`src/rtl/lif_array_scheduler.sv`:
```
`default_nettype none
// ============================================================================
//  Module   : lif_array_scheduler
//  Brief    : Time-multiplexed leaky integrate-and-fire array. One shared
//             update datapath walks NUM_NEURONS potentials per timestep and
//             emits each fire as a valid/ready spike event.
//             Optional macro LIF_SCHED_REFRACTORY_EN adds a one-step
//             refractory period per neuron.
//  Revision : 1.0 - initial release
// ============================================================================
module lif_array_scheduler #(
    parameter int NUM_NEURONS = 8,
    parameter int POT_W       = 16
) (
    input  logic                           clk,
    input  logic                           rst,
    input  logic                           step_start,
    input  logic [NUM_NEURONS-1:0]         spike_in_vec,
    input  logic [7:0]                     leak_factor,
    input  logic [7:0]                     threshold,
    output logic                           spike_valid,
    output logic [$clog2(NUM_NEURONS)-1:0] spike_id,
    input  logic                           spike_ready,
    output logic                           busy,
    output logic                           step_done
);

    localparam int              c_IDX_W     = $clog2(NUM_NEURONS);
    localparam int              c_SUM_W     = POT_W + 2;
    localparam logic [c_IDX_W-1:0] c_LAST_IDX = c_IDX_W'(NUM_NEURONS - 1);

    localparam logic [1:0] c_ST_IDLE   = 2'd0;
    localparam logic [1:0] c_ST_UPDATE = 2'd1;
    localparam logic [1:0] c_ST_EMIT   = 2'd2;
    localparam logic [1:0] c_ST_DONE   = 2'd3;

    logic [1:0]             r_state;
    logic [1:0]             w_state_nxt;
    logic [c_IDX_W-1:0]     r_idx;
    logic [POT_W-1:0]       r_pot [NUM_NEURONS];
    logic [NUM_NEURONS-1:0] r_spk;
    logic [7:0]             r_leak;
    logic [7:0]             r_thr;
    logic                   r_spike_valid;
    logic [c_IDX_W-1:0]     r_spike_id;

    logic [POT_W-1:0]       w_pot_cur;
    logic [POT_W-1:0]       w_pot_new;
    logic [c_SUM_W-1:0]     w_sum;
    logic                   w_refr;
    logic                   w_in;
    logic                   w_fire;
    logic                   w_last;
    logic                   w_accept;

`ifdef LIF_SCHED_REFRACTORY_EN
    logic [NUM_NEURONS-1:0] r_refr;

    // A neuron that fired last step neither fires nor integrates now; leak still applies.
    always_ff @(posedge clk or posedge rst) begin
        if (rst) begin
            r_refr <= '0;
        end else if (r_state == c_ST_UPDATE) begin
            r_refr[r_idx] <= w_fire;
        end
    end

    assign w_refr = r_refr[r_idx];
`else
    assign w_refr = 1'b0;
`endif

    assign w_pot_cur = r_pot[r_idx];
    assign w_last    = (r_idx == c_LAST_IDX);
    assign w_accept  = r_spike_valid & spike_ready;
    assign w_in      = r_spk[r_idx] & ~w_refr;
    assign w_fire    = ~w_refr & ({2'b00, w_pot_cur} >= c_SUM_W'(r_thr));

    // Sum is two's complement at POT_W+2 bits: MSB set means it went negative.
    assign w_sum = {2'b00, w_pot_cur}
                 + (w_in ? c_SUM_W'(r_thr[7:2]) : '0)
                 - c_SUM_W'(r_leak);

    always_comb begin
        w_pot_new = w_sum[POT_W-1:0];
        if (w_fire) begin
            w_pot_new = '0;
        end else if (w_sum[c_SUM_W-1]) begin
            w_pot_new = '0;
        end else if (w_sum[c_SUM_W-2]) begin
            w_pot_new = '1;
        end
    end

    always_comb begin
        w_state_nxt = r_state;
        case (r_state)
            c_ST_IDLE: begin
                if (step_start) w_state_nxt = c_ST_UPDATE;
            end
            c_ST_UPDATE: begin
                if (w_fire)      w_state_nxt = c_ST_EMIT;
                else if (w_last) w_state_nxt = c_ST_DONE;
            end
            c_ST_EMIT: begin
                if (w_accept) w_state_nxt = w_last ? c_ST_DONE : c_ST_UPDATE;
            end
            c_ST_DONE: begin
                w_state_nxt = c_ST_IDLE;
            end
            default: begin
                w_state_nxt = c_ST_IDLE;
            end
        endcase
    end

    always_ff @(posedge clk or posedge rst) begin
        if (rst) begin
            r_state <= c_ST_IDLE;
        end else begin
            r_state <= w_state_nxt;
        end
    end

    always_ff @(posedge clk or posedge rst) begin
        if (rst) begin
            r_idx         <= '0;
            r_spk         <= '0;
            r_leak        <= '0;
            r_thr         <= '0;
            r_spike_valid <= 1'b0;
            r_spike_id    <= '0;
            for (int i = 0; i < NUM_NEURONS; i++) begin
                r_pot[i] <= '0;
            end
        end else begin
            case (r_state)
                c_ST_IDLE: begin
                    if (step_start) begin
                        r_spk  <= spike_in_vec;
                        r_leak <= leak_factor;
                        r_thr  <= threshold;
                        r_idx  <= '0;
                    end
                end
                c_ST_UPDATE: begin
                    r_pot[r_idx] <= w_pot_new;
                    if (w_fire) begin
                        r_spike_valid <= 1'b1;
                        r_spike_id    <= r_idx;
                    end else if (!w_last) begin
                        r_idx <= r_idx + 1'b1;
                    end
                end
                c_ST_EMIT: begin
                    if (w_accept) begin
                        r_spike_valid <= 1'b0;
                        if (!w_last) r_idx <= r_idx + 1'b1;
                    end
                end
                default: begin
                end
            endcase
        end
    end

    assign spike_valid = r_spike_valid;
    assign spike_id    = r_spike_id;
    assign busy        = (r_state != c_ST_IDLE);
    assign step_done   = (r_state == c_ST_DONE);

endmodule
`default_nettype wire

```
`config.mk`:
```
export PLATFORM = sky130hd
export DESIGN_NAME = lif_array_scheduler
export DESIGN_NICKNAME = d
export VERILOG_FILES = /design/src/rtl/lif_array_scheduler.sv
export SDC_FILE = /design/constraint.sdc
export NUM_CORES = 1
export LEC_CHECK = 0
export ABC_AREA = 1
export CAP_MARGIN = 20
export CORE_MARGIN = 4
export CORE_UTILIZATION = 40
export CTS_BUF_LIST = sky130_fd_sc_hd__clkbuf_8 sky130_fd_sc_hd__clkbuf_16
export CTS_CLUSTER_DIAMETER = 100
export DETAILED_ROUTE_END_ITERATION = 12
export GPL_TIMING_DRIVEN = 1
export HOLD_SLACK_MARGIN = 0.02
export SYNTH_ARGS = -nofsm -noshare
export SYNTH_HDL_FRONTEND = slang
export SYNTH_SLANG_ARGS = --single-unit
export TNS_END_PERCENT = 20
```
`constraint.sdc`:
```
create_clock -name clk -period 8.9 [get_ports clk]
set_input_delay 2.225 -clock clk [delete_from_list [all_inputs] [get_ports clk]]
set_output_delay 2.225 -clock clk [all_outputs]
set_load 0.005 [all_outputs]
```
==> load_flow_metrics.sql <==
INSERT INTO impl_metrics (metric_group, metric, value, unit) VALUES
('layout', 'postLayoutCellArea', '10500', 'um2'),
('yosys', 'seq_total_area_yosys', '42.8', '%'),
('die', 'chipWidth', '161', 'um'),
('placed_design', 'port-buffer-count', '33', ''),
('global_route', 'groute.usage.overall', '21.2', '%'),
('clock_tree', 'clock-sinks', '161', ''),
('yosys', 'synth_area_leader_cell', 'dfrtp_1', ''),
('placed_design', 'detailedPlace.worstSlack', '3.75', 'ns'),
('routing', 'dr.first_iter.drc_count', '799', ''),
('layout', 'final_nets', '1353', ''),
('run', 'timing.max_cap.violations', '0', ''),
('setup_path', 'worst_path_largest_cell_delay', '0.70', 'ns'),
('sta', 'fin_tns_setup', '0', 'ns'),
('routing', 'detailed_routing_iteration_count_for_the_pre_antenna_repair_pass', '5', ''),
('routing', 'antenna_violating_nets_post_route', '0', ''),
('die', 'ios', '34', ''),
('sta', 'max_clock_freq', '190', 'MHz'),
('setup_path', 'worstSetupEndpointType', 'register', ''),
('clock_tree', 'cts_tree', 'built', ''),
('setup_path', 'worst_ep_required_time', '9.27', 'ns'),
('global_route', 'grt_max_degree', '91', ''),
('sta', 'max_slew_margin', '36.7', '%'),
('sta', 'fin_crit_sh', '59.3', '%'),
('yosys', 'dominantRegCellSynth', 'dfrtp_1', ''),
('setup_path', 'crit_fanout', '76', ''),
('die', 'fp-row-count', '55', ''),
('sta', 'fin_skew', '0.0106', 'ns'),
('setup_path', 'critPathSlowestCell', 'buf_4', ''),
('yosys', 'synth_warnings', '0', ''),
('outcome', 'run_status', 'complete, no violations', ''),
('setup_path', 'cp_common_cell', 'nand2_1', ''),
('setup_path', 'worstSetupPathType', 'reg -> reg', ''),
('setup_path', 'crit_path_cell_trace', 'buf_4 -> o21ai_0 -> o2111ai_1 -> nand2_1 -> fa_1 -> inv_1 -> ha_1 -> nand2_1 -> nor2_1 -> nand2_1 -> nor3b_1 -> nor2_1 -> nor2_4 -> buf_4 -> buf_4 -> nand3_1 -> nand2_1', ''),
('placed_design', 'detailed_place.area', '9910', 'um2'),
('global_route', 'first_pass_grt_wire_length', '43.8', 'mm'),
('sta', 'hold_viol', '0', ''),
('yosys', 'syn_avg_cell_area', '7.42', 'um2'),
('routing', 'route.detailed.vias_per_inst', '5.17', ''),
('yosys', 'gate_count_after_technology_mapping', '1268', ''),
('setup_path', 'cp-start-kind', 'register', ''),
('setup_path', 'critical_path_arrival', '5.64', 'ns'),
('layout', 'areaGrowthSynthToFinish', '11.9', '%'),
('routing', 'post_drt_wl_per_cell', '16.8', 'um'),
('placed_design', 'place.gp.congestion', '0.860', ''),
('layout', 'drive_above_1_share', '7.20', '%'),
('yosys', 'synthesis.nets', '1342', ''),
('yosys', 'mappedNetlistArea', '9400', 'um2'),
('clock_tree', 'clkLatencyLatePin', '0.43', 'ns'),
('die', 'die_height', '161', 'um'),
('min_path', 'hold_path.class', 'reg -> reg', ''),
('routing', 'detail_route.drc_violations', '0', ''),
('placed_design', 'detailedPlacementHpwl', '17.1', 'mm'),
('clock_tree', 'clk_path_buf_depth', '2', ''),
('die', 'core_area', '22900', 'um2'),
('clock_tree', 'cts-root-buf', 'clkbuf_16', ''),
('die', 'floorplan.die_area', '26000', 'um2'),
('clock_tree', 'clock_pin_slew_worst_setup_and_hold_paths', '0.07', 'ns'),
('yosys', 'synth-async-reset-ratio', '100', '%'),
('clock_tree', 'number_of_post_cts_setup_repair_buffers', '0', ''),
('routing', 'wl', '27.0', 'mm'),
('clock_tree', 'cts_resized', '0', ''),
('sta', 'tightest_slew', '0.949', 'ns'),
('sta', 'finalCriticalPeriod', '5.28', 'ns'),
('clock_tree', 'cts-buffers-inserted', '17', ''),
('sta', 'holdWs', '0.474', 'ns'),
('global_route', 'first_global_vias', '7951', ''),
('global_route', 'grt-ovfl-total', '0', ''),
('sta', 'worst_slack', '3.62', 'ns'),
('yosys', 'synth-seq-cells', '161', ''),
('clock_tree', 'total_of_hold_buffers_inserted_after_clock_tree_synthesis', '0', ''),
('clock_tree', 'htreeDepth', '4', ''),
('yosys', 'synth_largest_type_area_fraction', '42.8', '%'),
('sta', 'number_of_pins_with_negative_max_slew_slack_in_the_final_report', '0', ''),
('layout', 'antenna_cells_inserted', '0', ''),
('sta', 'setup_viol', '0', ''),
('yosys', 'yosys-top-cells-area', 'dfrtp_1 (43%), nand2_1 (16%), nand3_1 (7.7%)', ''),
('routing', 'routed-via-count', '8294', ''),
('yosys', 'ys_types', '35', ''),
('die', 'start_util', '41.0', '%'),
('sta', 'grt_setup_unrepaired', 'false', ''),
('global_route', 'grt_antenna_before_repair', '0', ''),
('yosys', 'synth_enable_flop_cells', '0', '');
==> state kept, by name, indices dropped and copies added (netlist names) <==
signal	cells
r_pot	128
r_leak	8
r_spk	8
r_thr	8
r_idx	3
spike_id	3
r_state	2
spike_valid	1
==> worst paths after layout <==
kind	start	endpoint	slack, ns	depth (start not counted)
min in group asynchronous	rst	r_pot[37]	2.32	2
max reg2reg	r_idx[0]	r_pot[125]	3.62	17
min reg2reg	r_pot[53]	r_pot[53]	0.47	2
max in group asynchronous	rst	r_pot[59]	5.13	3
min	r_pot[53]	r_pot[53]	0.47	2
max	r_idx[0]	r_pot[125]	3.62	17
==> layer usage <==
| metal | GRT usage (%) | vias up | share of wire (%) |
|---|---|---|---|
| met1 | 30.7 | 3992 | 48 |
| met3 | 3.34 | 30 | 5.1 |
| met2 | 33.4 | 227 | 45 |
| li1 | - | 4045 | - |
| met5 | 0 | - | 0 |
| met4 | 5.51 | 0 | 1.8 |
==> stage by stage <==
step / utilization (%) / std cells
after global placement: 43.2 / 1572
after global routing: 45.9 / 1605
final: 45.9 / 1605
after CTS: 45.9 / 1605
after detailed placement: 43.3 / 1573
after floorplan: - / 1268
==> cell type report <==
class / instances / area [um2]
multi-input combinational: 934 / 4600
tap: 313 / 392
clock buffer: 17 / 425
fill: 2331 / 12400
clock inverter: 15 / 183
timing repair buffer: 45 / 433
sequential: 161 / 4030
inverter: 120 / 455
==> cells by family after synthesis <==
kind of cell               synth area share (%)
adders and majority gates                  6.60
and+or+nand+nor                            33.8
DFF                                        42.8
buffers and inverters                      8.25
AOI/OAI and AO/OA                          6.39
muxes                                      1.44
xor gates and xnor gates                  0.652
==> cells in the mapped netlist (6+ instances only) <==
master,instances
nor2_1,156
o21ai_0,77
nand4_1,17
inv_1,110
mux2_2,12
nand3_1,144
fa_1,6
buf_6,12
ha_1,40
nor2_2,11
inv_2,9
nand2_1,404
xnor2_1,6
dfrtp_1,161
buf_2,7
nand2_4,9
clkbuf_1,27
a21oi_1,29
==> layout by cell type (no fill, tap or decap), types with 9 or more instances in the layout <==
cell and n:
nor2_1 156, nand2_1 404, buf_4 11, o21ai_0 77, nand3_1 144, nand4_1 17, inv_2 10, clkdlybuf4s50_1 33
nor2_2 10, ha_1 40, mux2_2 12, nand2_4 9, inv_1 108, dfrtp_1 160, a21oi_1 29, clkbuf_16 17
==> worst max-delay path, delay by kind of cell, from the launching register on <==
kind	cells	cell delay, ns
simple gates	9	1.14
flops	1	0.37
compound gates	2	0.76
fa+ha+maj	2	0.86
buf+inv	4	1.91
Power is left out: the tool's default activity adds up to more than one toggle a clock period on the data nets, which glitch-free logic cannot reach.
==> variant: new RTL, same settings <==
Set the parameter `POT_W` to 20 (it was 16).
--- a/src/rtl/lif_array_scheduler.sv
+++ b/src/rtl/lif_array_scheduler.sv
@@ -10,7 +10,7 @@
 // ============================================================================
 module lif_array_scheduler #(
     parameter int NUM_NEURONS = 8,
-    parameter int POT_W       = 16
+    parameter int POT_W       = 20
 ) (
     input  logic                           clk,
     input  logic                           rst,
Function: no difference found for any inputs over 10 cycles, from zero or initial values and one cycle with rst high; that may be too few to reach the edited logic, so the function may still have changed.
==> variant against the original RTL <==
Fmax increased by 2.5%. Global-route usage rose by 0.74 points. Utilization decreased by 1.7 points. Worst setup slack improved by 0.13 ns. Hold slack improved by 0.0028 ns. Final area is 29% higher. Synthesized area up 32%. Sequential cell count rose by 32. Routed wire length up 34%.
Power is not shown: default switching activity piles up to over one toggle a cycle in this logic, so the estimate is an artifact.
==> variant: results (changes against the original RTL) <==
- FMAX: 194 MHz (was 190 MHz)
- GRT Overall Usage: 22.0% (was 21.2%)
- WL met1: 17.1 mm (was 12.9 mm)
- Ant. Diodes: 0 (unchanged)
- Clk pin slew, worst setup/hold paths: 0.07 ns (about the same)
- Clock root buffer: clkbuf_16 (unchanged)
- Layout cells sized above 1: 18.1% (was 7.20%)
- Worst-Margin Slew: 1.13 ns (was 0.949 ns)
- Vias in the first global route: 9973 (was 7951)
- WL met3: 1.94 mm (was 1.39 mm)
- Detailed Place HPWL: 22.0 mm (was 17.1 mm)
- Iteration-0 DRC Markers: 1044 (was 799)
- Worst hold slack: 0.477 ns (was 0.474 ns)
- Maximum level of the CTS H-tree: 4 (unchanged)
- Most frequent cells after synthesis: nand2_1, nor2_1, dfrtp_1 (was nand2_1, dfrtp_1, nor2_1)
- Crit path to: r_pot[60] (was r_pot[125])
- DRT Wirelength: 36.2 mm (was 27.0 mm)
- Clk_skew: 0.0153 ns (was 0.0106 ns)
- RePlAce Congestion: 0.940 (was 0.860)
- Dominant synthesized flop cell: dfrtp_1 (unchanged)
- Hold Crit Start: r_pot[132] (was r_pot[53])
- Setup bufs post-CTS: 0 (unchanged)
- Cell variety after synth: 43 (was 35)
- Setup slack, reg-to-reg: 3.75 ns (was 3.62 ns)
- Largest net degree at the start of global routing: 127 (was 91)
- Max FFs per register: 160 (was 128)
- Post-synthesis net count: 1629 (was 1342)
- CP max stage cell: nand2_4 (was buf_4)
- Max incr delay on CP: 0.82 ns (was 0.70 ns)
- Sequential share of the synthesized area: 38.8% (was 42.8%)
- PostCTS Resize Cnt: 0 (unchanged)
- DP Worst Slack: 3.75 ns (about the same)
- Worst-Skew Late Latency: 0.45 ns (was 0.43 ns)
- Kind of critical path: flop to flop (unchanged)
- Hold EP: r_pot[132] (was r_pot[53])
- Outcome: finished clean (unchanged)
- Routed length on met2: 16.4 mm (was 12.2 mm)
- Fillers: 3109 (was 2331)
- CP top delay family: simple AND/OR/NAND/NOR gates (was buffers and inverters)
- First-pass GRT wire length: 57.8 mm (was 43.8 mm)
- Crit path DAT: 5.47 ns (was 5.64 ns)
- Routed vias/inst: 5.28 (was 5.17)
- Synth area leaders: dfrtp_1, nand2_1, nand3_2 (was dfrtp_1, nand2_1, nand3_1)
- DR top layer: met4 (unchanged)
- Crit Path Max Fanout: 89 (was 76)
- Yosys warns: 0 (unchanged)
variant: cell types whose count changed after synthesis, moves of 20 or more:
cell,before,now
nand2_1,404,482
nor2_1,156,206
nand3_2,0,154
dfrtp_1,161,193
nand2_8,0,20
nand3_1,144,38
variant: per-layer routing:
layer / track usage [%] / vias to the layer above
met1: 32.0 / 5032
li1: - / 4891
met5: 0 / -
met4: 5.65 / 0
met3: 3.04 / 48
met2: 34.6 / 306
variant: cell type report:
| type | count | area (um2) | share of cell area [%] |
|---|---|---|---|
| multi-input cells | 1149 | 6690 | 49.3 |
| clock buffers | 17 | 425 | 3.14 |
| well taps | 396 | 495 | 3.66 |
| clock inverters | 12 | 97.6 | 0.720 |
| inverters | 125 | 477 | 3.52 |
| flip-flops and latches | 193 | 4830 | 35.6 |
| repair buffers | 54 | 541 | 3.99 |
variant: kinds of logic after synthesis:
logic type	Yosys count	synth area share (%)
fa+ha+maj	53	5.69
flops	193	38.8
compound gates	132	5.83
xor+xnor	10	0.704
mux	12	1.09
buf+inv	206	7.58
simple gates	942	40.3
variant: per-stage QoR:
step	cells	util [%]	area [um2]
3_5_place_dp	1916	42.4	13000
2_1_floorplan	1548	-	12400
6_report	1946	44.2	13600
4_1_cts	1945	44.1	13500
5_1_grt	1946	44.2	13600
3_3_place_gp	1915	42.3	13000
variant: worst register-to-register path, cell delays in order, from the launching register on:
cell	delay (ns)
dfrtp_2	0.37
buf_4	0.80
o21ai_0	0.22
o2111ai_1	0.58
nand2_1	0.15
fa_1	0.52
inv_1	0.07
fa_1	0.45
nand3_1	0.13
nand3_1	0.17
nand2_1	0.13
nand3_2	0.09
nand2_1	0.08
nand3_2	0.08
nand2_4	0.82
nand2_8	0.19
nand3_2	0.12
nand2_1	0.07
